File: src/rtl/noc_rsc_ni_if.sv
// Bundle of resource-side and switch-side signals of the NoC network interface.
// The slave modport is the NI's view; the master modport is the view of its surroundings.
interface noc_rsc_ni_if #(
  parameter int unsigned ROW_N       = 3,
  parameter int unsigned COL_M       = 3,
  parameter int unsigned PCKT_DATA_W = 8
);
  localparam int unsigned PACKET_W = PCKT_DATA_W + $clog2(ROW_N) + $clog2(COL_M);

  logic                   tx_valid_i;
  logic                   tx_ready_o;
  logic [PACKET_W-1:0]    tx_pckt_i;
  logic [PACKET_W-1:0]    noc_pckt_o;
  logic                   noc_wren_o;
  logic                   noc_full_i;
  logic                   noc_ovrflw_i;
  logic [PACKET_W-1:0]    noc_pckt_i;
  logic                   noc_wren_i;
  logic                   noc_full_o;
  logic                   noc_ovrflw_o;
  logic                   rx_valid_o;
  logic                   rx_ready_i;
  logic [PCKT_DATA_W-1:0] rx_data_o;
  logic [7:0]             ovrflw_cnt_o;
  logic [7:0]             drop_cnt_o;

  modport slave (
    input  tx_valid_i, tx_pckt_i, noc_full_i, noc_ovrflw_i, noc_pckt_i, noc_wren_i, rx_ready_i,
    output tx_ready_o, noc_pckt_o, noc_wren_o, noc_full_o, noc_ovrflw_o, rx_valid_o, rx_data_o,
           ovrflw_cnt_o, drop_cnt_o
  );

  modport master (
    output tx_valid_i, tx_pckt_i, noc_full_i, noc_ovrflw_i, noc_pckt_i, noc_wren_i, rx_ready_i,
    input  tx_ready_o, noc_pckt_o, noc_wren_o, noc_full_o, noc_ovrflw_o, rx_valid_o, rx_data_o,
           ovrflw_cnt_o, drop_cnt_o
  );
endinterface

File: src/rtl/noc_rsc_ni.sv
// Resource network interface: TX FIFO feeding a switch local port under an IDLE/SEND/STALL FSM,
// and an address-filtering RX FIFO that strips the destination before handing payloads out.
module noc_rsc_ni #(
  parameter int unsigned ROW_N        = 3,
  parameter int unsigned COL_M        = 3,
  parameter int unsigned PCKT_DATA_W  = 8,
  parameter int unsigned FIFO_DEPTH_W = 2,
  parameter int unsigned X_CORD       = 0,
  parameter int unsigned Y_CORD       = 0
) (
  input logic         clk_i,
  input logic         rst_ni,
  noc_rsc_ni_if.slave bus
);
  localparam int unsigned XW       = $clog2(ROW_N);
  localparam int unsigned YW       = $clog2(COL_M);
  localparam int unsigned PACKET_W = PCKT_DATA_W + XW + YW;
  localparam int unsigned DEPTH    = 1 << FIFO_DEPTH_W;

  typedef logic [FIFO_DEPTH_W-1:0] ptr_t;
  typedef logic [FIFO_DEPTH_W:0]   cnt_t;
  typedef enum logic [1:0] {StIdle, StSend, StStall} tx_state_e;

  // ---------------- TX path ----------------
  logic [PACKET_W-1:0] tx_mem_q [DEPTH];
  ptr_t                tx_wr_q, tx_rd_q;
  cnt_t                tx_cnt_q, tx_cnt_d;
  logic                tx_full, tx_empty, tx_push, tx_pop;
  tx_state_e           state_q, state_d;
  logic [1:0]          stall_q, stall_d;
  logic [7:0]          ovrflw_cnt_q;

  assign tx_full        = (tx_cnt_q == cnt_t'(DEPTH));
  assign tx_empty       = (tx_cnt_q == '0);
  assign tx_push        = bus.tx_valid_i && !tx_full;
  assign tx_pop         = (state_q == StSend) && !bus.noc_full_i && !tx_empty;
  assign tx_cnt_d       = tx_cnt_q + cnt_t'(tx_push) - cnt_t'(tx_pop);
  assign bus.tx_ready_o = !tx_full;
  assign bus.noc_wren_o = tx_pop;
  assign bus.noc_pckt_o = tx_pop ? tx_mem_q[tx_rd_q] : '0;
  assign bus.ovrflw_cnt_o = ovrflw_cnt_q;

  // Transitions look at the post-update occupancy so a push in IDLE strobes the very next cycle.
  always_comb begin
    state_d = state_q;
    stall_d = stall_q;
    unique case (state_q)
      StIdle: if (tx_cnt_d != '0) state_d = StSend;
      StSend: if (tx_cnt_d == '0) state_d = StIdle;
      StStall: begin
        stall_d = (stall_q == 2'd0) ? 2'd0 : stall_q - 2'd1;
        if (stall_q <= 2'd1 && !bus.noc_full_i) begin
          state_d = (tx_cnt_d != '0) ? StSend : StIdle;
        end
      end
      default: state_d = StIdle;
    endcase
    if (bus.noc_ovrflw_i) begin
      state_d = StStall;
      stall_d = 2'd3;
    end
  end

  always_ff @(posedge clk_i) begin
    if (!rst_ni) begin
      state_q      <= StIdle;
      stall_q      <= 2'd0;
      tx_wr_q      <= '0;
      tx_rd_q      <= '0;
      tx_cnt_q     <= '0;
      ovrflw_cnt_q <= 8'd0;
    end else begin
      state_q  <= state_d;
      stall_q  <= stall_d;
      tx_cnt_q <= tx_cnt_d;
      if (tx_push) tx_wr_q <= tx_wr_q + ptr_t'(1);
      if (tx_pop)  tx_rd_q <= tx_rd_q + ptr_t'(1);
      if (bus.noc_ovrflw_i && ovrflw_cnt_q != 8'hFF) ovrflw_cnt_q <= ovrflw_cnt_q + 8'd1;
    end
  end

  always_ff @(posedge clk_i) begin
    if (tx_push) tx_mem_q[tx_wr_q] <= bus.tx_pckt_i;
  end

  // ---------------- RX path ----------------
  logic [PCKT_DATA_W-1:0] rx_mem_q [DEPTH];
  ptr_t                   rx_wr_q, rx_rd_q;
  cnt_t                   rx_cnt_q;
  logic                   rx_full, rx_empty, rx_addr_ok, rx_push, rx_pop, rx_drop_full, rx_drop;
  logic                   rx_ovrflw_q;
  logic [7:0]             drop_cnt_q;
  logic [XW-1:0]          rx_dst_x;
  logic [YW-1:0]          rx_dst_y;

  assign rx_dst_x     = bus.noc_pckt_i[PACKET_W-1 -: XW];
  assign rx_dst_y     = bus.noc_pckt_i[PCKT_DATA_W +: YW];
  assign rx_addr_ok   = (rx_dst_x == XW'(X_CORD)) && (rx_dst_y == YW'(Y_CORD));
  assign rx_full      = (rx_cnt_q == cnt_t'(DEPTH));
  assign rx_empty     = (rx_cnt_q == '0);
  // Fullness comes from the registered count, so a same-cycle pop does not rescue a write.
  assign rx_push      = bus.noc_wren_i && rx_addr_ok && !rx_full;
  assign rx_drop_full = bus.noc_wren_i && rx_addr_ok && rx_full;
  assign rx_drop      = bus.noc_wren_i && !rx_push;
  assign rx_pop       = !rx_empty && bus.rx_ready_i;

  assign bus.noc_full_o   = rx_full;
  assign bus.noc_ovrflw_o = rx_ovrflw_q;
  assign bus.rx_valid_o   = !rx_empty;
  assign bus.rx_data_o    = rx_mem_q[rx_rd_q];
  assign bus.drop_cnt_o   = drop_cnt_q;

  always_ff @(posedge clk_i) begin
    if (!rst_ni) begin
      rx_wr_q     <= '0;
      rx_rd_q     <= '0;
      rx_cnt_q    <= '0;
      rx_ovrflw_q <= 1'b0;
      drop_cnt_q  <= 8'd0;
    end else begin
      rx_cnt_q    <= rx_cnt_q + cnt_t'(rx_push) - cnt_t'(rx_pop);
      rx_ovrflw_q <= rx_drop_full;
      if (rx_push) rx_wr_q <= rx_wr_q + ptr_t'(1);
      if (rx_pop)  rx_rd_q <= rx_rd_q + ptr_t'(1);
      if (rx_drop && drop_cnt_q != 8'hFF) drop_cnt_q <= drop_cnt_q + 8'd1;
    end
  end

  always_ff @(posedge clk_i) begin
    if (rx_push) rx_mem_q[rx_wr_q] <= bus.noc_pckt_i[PCKT_DATA_W-1:0];
  end
endmodule

File: src/flat_wrapper.sv
// flat-port wrapper written by rule: the top's interface ports become plain ports
module noc_rsc_ni_flat 
#(
  parameter int unsigned ROW_N        = 3,
  parameter int unsigned COL_M        = 3,
  parameter int unsigned PCKT_DATA_W  = 8,
  parameter int unsigned FIFO_DEPTH_W = 2,
  parameter int unsigned X_CORD       = 0,
  parameter int unsigned Y_CORD       = 0
)
  (clk_i, rst_ni, bus_tx_valid_i, bus_tx_pckt_i, bus_noc_full_i, bus_noc_ovrflw_i, bus_noc_pckt_i, bus_noc_wren_i, bus_rx_ready_i, bus_tx_ready_o, bus_noc_pckt_o, bus_noc_wren_o, bus_noc_full_o, bus_noc_ovrflw_o, bus_rx_valid_o, bus_rx_data_o, bus_ovrflw_cnt_o, bus_drop_cnt_o);
  noc_rsc_ni_if #(.ROW_N(ROW_N), .COL_M(COL_M), .PCKT_DATA_W(PCKT_DATA_W)) bus_i ();
  input logic clk_i;
  input logic rst_ni;
  input wire logic [$bits(bus_i.tx_valid_i)-1:0] bus_tx_valid_i;
  input wire logic [$bits(bus_i.tx_pckt_i)-1:0] bus_tx_pckt_i;
  input wire logic [$bits(bus_i.noc_full_i)-1:0] bus_noc_full_i;
  input wire logic [$bits(bus_i.noc_ovrflw_i)-1:0] bus_noc_ovrflw_i;
  input wire logic [$bits(bus_i.noc_pckt_i)-1:0] bus_noc_pckt_i;
  input wire logic [$bits(bus_i.noc_wren_i)-1:0] bus_noc_wren_i;
  input wire logic [$bits(bus_i.rx_ready_i)-1:0] bus_rx_ready_i;
  output wire logic [$bits(bus_i.tx_ready_o)-1:0] bus_tx_ready_o;
  output wire logic [$bits(bus_i.noc_pckt_o)-1:0] bus_noc_pckt_o;
  output wire logic [$bits(bus_i.noc_wren_o)-1:0] bus_noc_wren_o;
  output wire logic [$bits(bus_i.noc_full_o)-1:0] bus_noc_full_o;
  output wire logic [$bits(bus_i.noc_ovrflw_o)-1:0] bus_noc_ovrflw_o;
  output wire logic [$bits(bus_i.rx_valid_o)-1:0] bus_rx_valid_o;
  output wire logic [$bits(bus_i.rx_data_o)-1:0] bus_rx_data_o;
  output wire logic [$bits(bus_i.ovrflw_cnt_o)-1:0] bus_ovrflw_cnt_o;
  output wire logic [$bits(bus_i.drop_cnt_o)-1:0] bus_drop_cnt_o;
  assign bus_i.tx_valid_i = bus_tx_valid_i;
  assign bus_i.tx_pckt_i = bus_tx_pckt_i;
  assign bus_i.noc_full_i = bus_noc_full_i;
  assign bus_i.noc_ovrflw_i = bus_noc_ovrflw_i;
  assign bus_i.noc_pckt_i = bus_noc_pckt_i;
  assign bus_i.noc_wren_i = bus_noc_wren_i;
  assign bus_i.rx_ready_i = bus_rx_ready_i;
  assign bus_tx_ready_o = bus_i.tx_ready_o;
  assign bus_noc_pckt_o = bus_i.noc_pckt_o;
  assign bus_noc_wren_o = bus_i.noc_wren_o;
  assign bus_noc_full_o = bus_i.noc_full_o;
  assign bus_noc_ovrflw_o = bus_i.noc_ovrflw_o;
  assign bus_rx_valid_o = bus_i.rx_valid_o;
  assign bus_rx_data_o = bus_i.rx_data_o;
  assign bus_ovrflw_cnt_o = bus_i.ovrflw_cnt_o;
  assign bus_drop_cnt_o = bus_i.drop_cnt_o;
  noc_rsc_ni #(.ROW_N(ROW_N), .COL_M(COL_M), .PCKT_DATA_W(PCKT_DATA_W), .FIFO_DEPTH_W(FIFO_DEPTH_W), .X_CORD(X_CORD), .Y_CORD(Y_CORD)) u_core (.clk_i(clk_i), .rst_ni(rst_ni), .bus(bus_i));
endmodule
File: config.mk
export PLATFORM = sky130hd
export DESIGN_NAME = noc_rsc_ni_flat
export DESIGN_NICKNAME = d
export VERILOG_FILES = /design/src/rtl/noc_rsc_ni_if.sv /design/src/rtl/noc_rsc_ni.sv /design/src/flat_wrapper.sv
export SDC_FILE = /design/constraint.sdc
export NUM_CORES = 1
export LEC_CHECK = 0
export CORE_MARGIN = 4
export CORE_UTILIZATION = 45
export DETAILED_ROUTE_END_ITERATION = 16
export PLACE_DENSITY = 0.69
export REMOVE_ABC_BUFFERS = 1
export SYNTH_ARGS = -nofsm -noshare
export SYNTH_HDL_FRONTEND = slang
export SYNTH_SLANG_ARGS = --single-unit
File: constraint.sdc
create_clock -name clk_i -period 7 [get_ports clk_i]
set_input_delay 0.7 -clock clk_i [delete_from_list [all_inputs] [get_ports clk_i]]
set_output_delay 0.7 -clock clk_i [all_outputs]
set_load 0.005 [all_outputs]
==> results.cfg, run 1 <==
[logic_synthesis]
yosys_warnings = 0
synth-seq-cells = 119
synthDistinctLibCells = 45
avgSynthCellArea_sq_um = 15.0
synthCells = 323
syn_area_sq_um = 4840
yosysSeqAreaShare_pct = 65.8
ys.flop_type = edfxtp_1
async_flop_share_pct = 0
synth-edff-count = 80

[final_layout]
final_area_sq_um = 6300
drive_above_1_share_pct = 14.9
num-nets-final = 451
layoutNonFillerInstCount = 553
fillCellCount = 814
antennaDiodeCount = 0
fin_util_pct = 60.5
layout_commonest_cell = edfxtp_1
final_cell_mix = 80 x edfxtp_1, 71 x clkdlybuf4s50_1, 39 x dfxtp_1
syn2layout_area_growth_pct = 30.3

[power_and_ir_drop]
p_leak_nw = 2.14
intPower_mw = 1.58
p_sw_mw = 0.495
seqPwrFrac_pct = 41.8
ir_worst_vdd_mv = 0.150
power_frac_clock_pct = 43.8
p_comb_share_pct = 14.3
totalPowerFinal_mw = 2.08
p_per_area_nw_per_um2 = 329
swShare_pct = 23.9

[hold_path]
hold_path_class = reg -> reg
min_from = u_core.stall_q[1]

[floorplan]
rows = 37
start_util_pct = 46.4
die_area_sq_um = 12500
die_h_microns = 112
io_pins = 72
die_w_microns = 112
coreArea_sq_um = 10400

[placement]
placedCellCount = 521
dp_hpwl_microns = 5800
placed_cell_area_sq_um = 5670
gp_congestion = 0.757
io_buffer_count = 71
place_ws_ns = 3.44

[timing]
fin_crit_sh_pct = 47.0
fin_tns_setup_ns = 0
worst_slack_ns = 3.71
clock.fmax_mhz = 304
max_slew_margin_pct = 34.6
finalHoldViolCount = 0
worstMarginPinSlew_ns = 0.981
slew_violations = 0
hold_slack_ns = 0.511
setup_viol = 0
fin_skew_ns = 0.00884
rsz0062_at_grt = no
fin_crit_ns = 3.29

[clock_tree]
cts_buffers = 17
cts_htree_levels = 4
holdBufCountCts = 0
cts_sinks = 119
clkTransAtPathRegs_ns = 0.06
cts_setup_buffers = 0
ctsResizeCount = 0
clk_latency_ns = 0.50
cts_tree = yes
clk_path_buf_depth = 2
cts_root_buf = clkbuf_8

[flow_run]
drv_cap = 0

[status]
status = finished, final reports clean

[route]
finalWirelength_microns = 8730
drtIter0Drc = 116
route.detailed.drc = 0
wl_met2_microns = 4260
drtPass1Iterations = 4
wl_met3_microns = 439
wl_per_cell_microns = 15.8
top_layer_used = met4
vias_per_cell = 5.12
route.vias.total = 2833
drtAntennaViolNets = 0
drt-met1-wl_microns = 3940

[setup_path]
crit_chain = mux4_2, nor2b_1, clkdlybuf4s50_1
critical_path.max_stage_delay_ns = 0.87
crit_type = reg -> out
worstPathMaxFanout = 12
critPathLaunchType = register
reg2reg_from = u_core.tx_cnt_q[2]
cpMaxStageDelayCell = dfxtp_1
critPathCaptureType = primary output
crit_arrival_ns = 2.59
cp_data_required_time_ns = 6.30

[global_route]
grt_pass1_wl_microns = 14900
grt_pass1_vias = 3004
antenna_found_initial = 0
gr-total-overflow = 0
grt_max_degree = 32
track_usage_pct = 15.3
per-layer routing:
layer	vias up	track usage, %
li1	1377	-
met1	1375	19.2
met2	73	24.5
met3	8	5.00
met4	0	6.08
met5	-	0
power by group through the flow:
stage / combinational, mW / clock, mW / sequential, mW
after floorplan: 0.187 / 0 / 0.869
after global placement: 0.292 / 0 / 0.881
after detailed placement: 0.302 / 0 / 0.886
after CTS: 0.305 / 0.931 / 0.872
after global routing: 0.335 / 0.972 / 0.880
final: 0.298 / 0.910 / 0.869
state kept, by name, indices dropped and copies added, names as in the netlist, named ones only:
name and count:
u_core.bus.noc_ovrflw_o 1, u_core.rx_cnt_q 3, u_core.stall_q 2, u_core.tx_cnt_q 3, u_core.rx_mem_q 32, u_core.tx_wr_q 2, u_core.tx_rd_q 2, u_core.rx_wr_q 2
u_core.bus.drop_cnt_o 8, u_core.rx_rd_q 2, u_core.tx_mem_q 48, u_core.bus.ovrflw_cnt_o 8, u_core.state_q 2
cell usage after synthesis (3+ instances only):
library cell	number	area [sq um]
nand2_1	7	26.3
mux2i_1	4	40.0
edfxtp_1	80	2400
inv_1	17	63.8
nor3_1	7	35.0
mux4_2	20	450
ha_1	14	175
nor2_1	22	82.6
or3_1	3	18.8
or3_2	5	37.5
nor2b_1	12	75.1
nand3_1	5	25.0
a21oi_1	14	70.1
xnor2_1	6	52.6
and2_1	12	75.1
xor2_1	6	52.6
clkbuf_1	5	18.8
nand4_1	4	25.0
dfxtp_1	39	781
o21ai_0	11	55.1
worst paths after layout:
kind | to | slack [ns] | cells past startpoint
worst max-delay path | bus_noc_pckt_o[9] | 3.71 | 3
worst min-delay path | u_core.stall_q[1] | 0.51 | 2
worst max register to register | u_core.state_q[0] | 3.96 | 11
worst min register to register | u_core.stall_q[1] | 0.51 | 2
layout make-up:
type,instances,area [sq um],share of cell area [%]
Clock buffer,17,414,6.57
Clock inverter,15,216,3.43
Inverter,17,63.8,1.01
Multi-Input combinational cell,178,1550,24.5
Sequential cell,119,3180,50.5
Tap cell,136,170,2.70
Timing Repair Buffer,71,711,11.3
cell families after synthesis:
family                   after synthesis  synth area share [%]
flip-flops                           119                  65.8
AND/OR/NAND/NOR                       89                  10.6
AO/OA/AOI/OAI                         37                  4.58
buffers and inverters                 26                  2.23
multiplexers                          24                  10.1
adder cells (fa/ha/maj)               16                  4.45
XOR/XNOR                              12                  2.17
worst max-delay path: cells and delay by family (launching register included):
| kind | cells | cell delay (ns) |
|---|---|---|
| buf+inv | 1 | 0.47 |
| flops | 1 | 0.87 |
| mux | 1 | 0.60 |
| simple gates | 1 | 0.15 |
No activity file was read; power rests on OpenSTA's default activity.
==> run 2: changes to the inputs <==
==> constraint.sdc (replaced) <==
create_clock -name clk_i -period 3.35 [get_ports clk_i]
set_input_delay 0.335 -clock clk_i [delete_from_list [all_inputs] [get_ports clk_i]]
set_output_delay 0.335 -clock clk_i [all_outputs]
set_load 0.005 [all_outputs]
==> run 2 against run 1 <==
  * Setup slack worse by 2.9 ns
  * Sequential share of layout area increased by 0.46 points
  * Hold slack lost 0.042 ns
  * Largest power group is now sequential cells
  * Register-to-register slack worse by 3.1 ns
  * Utilization is 0.54 points lower
==> results.cfg, run 2 (synthesis gave the netlist of run 1 again) <==
[final_layout]
final_area_sq_um = 6250
layoutNonFillerInstCount = 555
drive_above_1_share_pct = 15.3
ff_latch_area_sq_um = 3180
largest_reg_flops = 48
syn2layout_area_growth_pct = 29.2
fin_util_pct = 60.0
final_cell_mix = 80 x edfxtp_1, 71 x clkdlybuf4s50_1, 39 x dfxtp_1
fillCellCount = 832
num-nets-final = 453
regMostFlops = u_core.tx_mem_q
antennaDiodeCount = 0
reg_top3 = u_core.tx_mem_q: 48 flops, u_core.rx_mem_q: 32 flops
multi_input_area_sq_um = 1550
layout_commonest_cell = edfxtp_1

[status]
status = finished, final reports clean

[route]
vias_per_cell = 5.15
finalWirelength_microns = 8850
route.vias.total = 2857
wl_per_cell_microns = 15.9
drtAntennaViolNets = 0
route.detailed.drc = 0
drtIter0Drc = 114
drtPass1Iterations = 4

[timing]
hold_slack_ns = 0.470
max_slew_margin_pct = 33.9
fin_tns_setup_ns = 0
worstMarginPinSlew_ns = 0.990
rsz0062_at_grt = no
fin_crit_ns = 2.56
finalHoldViolCount = 0
setup_viol = 0
clock.fmax_mhz = 390
slew_violations = 0
fin_crit_sh_pct = 76.5
fin_skew_ns = 0.00948
worst_slack_ns = 0.789

[hold_path]
min_from = bus_tx_pckt_i[5]
hold_depth = 1
hold_path_class = in -> reg
hold_end = u_core.tx_mem_q[0][5]

[setup_path]
cp_data_required_time_ns = 3.01
cpMaxStageDelayCell = dfxtp_1
r2r_end = u_core.state_q[0]
critPathCaptureType = primary output
crit_chain = mux4_2, clkdlybuf4s50_1
crit_arrival_ns = 2.23
r2r.worst_path.cells = 11
critical_path.max_stage_delay_ns = 0.68
r2r_slack_ns = 0.89
critPathLaunchType = register
reg2reg_from = u_core.tx_cnt_q[2]
worstPathMaxFanout = 8
crit_type = reg -> out

[placement]
place_ws_ns = 0.585
dp_hpwl_microns = 5820
placed_cell_area_sq_um = 5690
placedCellCount = 523
io_buffer_count = 71
gp_congestion = 0.783

[power_and_ir_drop]
totalPowerFinal_mw = 4.13
ir_worst_vdd_mv = 0.282
p_leak_nw = 2.12
p_per_area_nw_per_um2 = 661

[floorplan]
die_h_microns = 112
rows = 37
io_pins = 72
coreArea_sq_um = 10400
start_util_pct = 46.4
die_area_sq_um = 12500
die_w_microns = 112

[clock_tree]
clk_path_buf_depth = 2
ctsResizeCount = 0
clkTransAtPathRegs_ns = 0.06
cts_buffers = 17
holdBufCountCts = 0
cts_root_buf = clkbuf_8
cts_sinks = 119
cts_tree = yes
cts_setup_buffers = 0
cts_htree_levels = 4
clk_latency_ns = 0.50

[global_route]
antenna_found_initial = 0
grt_pass1_wl_microns = 14800
grt_pass1_vias = 3048
gr-total-overflow = 0
grt_max_degree = 32
track_usage_pct = 15.1

[flow_run]
drv_cap = 0
## run 2: cell types whose count changed in the layout (fill, tap and decap cells not counted), sizes merged
cell / before / now
bufinv: 4 / 1
clkinv: 3 / 6
buf: 0 / 2
## run 2: worst max-delay path by stage
stage | to | from
global route | bus_rx_data_o[5] | register
global placement | u_core.rx_cnt_q[2] | bus_noc_pckt_i[11]
detailed placement | u_core.rx_cnt_q[2] | bus_noc_pckt_i[11]
CTS | bus_rx_data_o[2] | register
floorplan | u_core.state_q[0] | u_core.tx_cnt_q[2]
finish | bus_rx_data_o[7] | register
## run 2: routing by layer
| layer | track usage, % | share of wire (%) |
|---|---|---|
| met5 | 0 | 0 |
| met2 | 25.3 | 50 |
| met1 | 18.3 | 44 |
| met3 | 5.22 | 4.9 |
| met4 | 4.87 | 0.88 |
## run 2: power breakdown
group          internal, mW  switching (mW)
clock network          1.00           0.685
registers              1.70           0.105
logic                 0.377           0.257
## run 2: layout make-up
class,count,area share (%)
sequential,119,51.0
multi-input combinational,178,24.7
timing repair buffer,73,11.6
clock buffer,17,6.63
tap,136,2.72
clock inverter,15,2.32
inverter,17,1.02
## run 2: worst max-delay path, delay by kind of cell, from the launching register on
| family | cells | cell delay, ns |
|---|---|---|
| multiplexers | 1 | 0.58 |
| buffers and inverters | 1 | 0.46 |
| flip-flops | 1 | 0.68 |
==> run 3: changes to the inputs <==
==> constraint.sdc (replaced) <==
create_clock -name clk_i -period 2.5 [get_ports clk_i]
set_input_delay 0.25 -clock clk_i [delete_from_list [all_inputs] [get_ports clk_i]]
set_output_delay 0.25 -clock clk_i [all_outputs]
set_load 0.005 [all_outputs]
==> run 3 against run 2 <==
  * Non-clock buffer count increased by 14
  * First-iteration DRC count shrank 2.6%
  * Register-to-register slack got worse by 0.83 ns
  * Clock skew down 0.0013 ns
  * Power grew 46%
  * Combinational power rose by 53%
==> results.cfg, run 3 (synthesis gave the netlist of run 1 again) <==
[timing]
fin_crit_ns = 2.44
rsz0062_at_grt = yes
clock.fmax_mhz = 409
fin_tns_setup_ns = 0
worstMarginPinSlew_ns = 0.973
hold_slack_ns = 0.378
fin_skew_ns = 0.00820
setup_viol = 0
finalHoldViolCount = 0
max_slew_margin_pct = 35.0
slew_violations = 0
fin_crit_sh_pct = 97.7
worst_slack_ns = 0.0572

[route]
drtAntennaViolNets = 0
finalWirelength_microns = 8890
vias_per_cell = 5.15
route.detailed.drc = 0
route.vias.total = 2929
drtPass1Iterations = 4
wl_per_cell_microns = 15.6
drtIter0Drc = 111

[power_and_ir_drop]
p_per_area_nw_per_um2 = 923
power_frac_clock_pct = 44.0
totalPowerFinal_mw = 6.01
ir_worst_vdd_mv = 0.421
p_comb_share_pct = 16.1
p_leak_nw = 2.23
swShare_pct = 22.4
p_sw_mw = 1.34
seqPwrFrac_pct = 39.9
intPower_mw = 4.67

[placement]
placed_cell_area_sq_um = 5790
io_buffer_count = 71
placedCellCount = 537
gp_congestion = 0.808
place_ws_ns = -0.0617
dp_hpwl_microns = 5830

[setup_path]
critPathLaunchType = register
cp_data_required_time_ns = 2.92
r2r_end = u_core.state_q[0]
reg2reg_from = u_core.tx_cnt_q[1]
crit_arrival_ns = 2.86
r2r.worst_path.cells = 11
crit_type = reg -> reg
crit_chain = or3_4, nand3_4, inv_4, ha_4, inv_2, ha_4, fa_2, xor2_2, xnor2_1, nor3_1, nor4_1
critical_path.max_stage_delay_ns = 0.41
cpMaxStageDelayCell = or3_4
worstPathMaxFanout = 4
cp.buffers_inverters = 2
r2r_slack_ns = 0.06
critPathCaptureType = register
crit_top_cell = ha_4
critPathTopFamily = simple AND/OR/NAND/NOR gates

[flow_run]
drv_cap = 0

[clock_tree]
cts_sinks = 119
clk_latency_ns = 0.51
clkTransAtPathRegs_ns = 0.06
holdBufCountCts = 0
cts_buffers = 17
cts_htree_levels = 4
cts_root_buf = clkbuf_8
clk_path_buf_depth = 2
cts_tree = yes

[global_route]
antenna_found_initial = 0
gr-total-overflow = 0
grt_max_degree = 32
track_usage_pct = 15.5
grt_pass1_wl_microns = 15000
grt_pass1_vias = 3033

[final_layout]
largest_reg_flops = 48
regMostFlops = u_core.tx_mem_q
syn2layout_area_growth_pct = 34.7
num-nets-final = 467
final_area_sq_um = 6510
fin_util_pct = 62.5
drive_above_1_share_pct = 19.6
layoutNonFillerInstCount = 569
layout_commonest_cell = edfxtp_1
final_cell_mix = 80 x edfxtp_1, 71 x clkdlybuf4s50_1, 38 x dfxtp_1
reg_top3 = u_core.tx_mem_q: 48 flops, u_core.rx_mem_q: 32 flops
antennaDiodeCount = 0

[hold_path]
hold_depth = 1
hold_path_class = in -> reg
hold_end = u_core.rx_mem_q[3][6]
min_from = bus_noc_pckt_i[6]

[floorplan]
start_util_pct = 46.4
rows = 37
die_w_microns = 112
die_h_microns = 112
die_area_sq_um = 12500
coreArea_sq_um = 10400
io_pins = 72

[status]
status = finished, final reports clean
[run 3: worst max-delay path by stage]
stage / startpoint / endpoint / slack, ns / depth (start not counted)
finish: u_core.tx_cnt_q[1] / u_core.state_q[0] / 0.06 / 11
global placement: bus_noc_full_i / u_core.state_q[0] / 0.008 / 12
CTS: register / bus_noc_pckt_o[0] / 0.04 / 4
floorplan: u_core.tx_cnt_q[2] / u_core.state_q[0] / -0.13 / 11
global route: u_core.tx_cnt_q[1] / u_core.state_q[0] / -0.10 / 11
detailed placement: bus_noc_full_i / u_core.state_q[0] / -0.06 / 12
[run 3: worst reg2reg max path, cell delays in order, from the launching register on]
cell	delay (ns)
dfxtp_4	0.36
or3_4	0.41
nand3_4	0.10
inv_4	0.04
ha_4	0.25
inv_2	0.04
ha_4	0.15
fa_2	0.37
xor2_2	0.16
xnor2_1	0.21
nor3_1	0.08
nor4_1	0.20
[run 3: layer usage]
layer / GRT usage (%) / vias up / routed length (microns) / part of all wire (%)
met5: 0 / - / 0 / 0
met4: 6.33 / 0 / 99 / 1.1
met3: 5.65 / 10 / 458 / 5.2
met2: 25.3 / 69 / 4480 / 50
met1: 18.7 / 1442 / 3850 / 43
li1: - / 1408 / - / -
[run 3: area by class of cell]
cell class	count	area (sq um)
clock inverter	13	228
tap	136	170
clock buffer	19	422
multi-input combinational	178	1600
timing repair buffer	87	843
sequential	119	3190
inverter	17	66.3
fill	799	3900
[run 3: power by group through the flow]
stage          Sequential, mW  Clock [mW]  Combinational [mW]
3_5_place_dp             2.43           0               0.935
3_3_place_gp             2.42           0               0.910
6_report                 2.40        2.64               0.969
2_1_floorplan            2.43           0               0.525
4_1_cts                  2.39        2.70               0.940
5_1_grt                  2.42        2.81                1.08
[run 3: repair_timing]
action | CTS | global route
endpoints found under the setup margin | 4 | 5
buffers inserted | 0 | 0
pin swaps | 0 | 6
resized for setup | 1 | 15
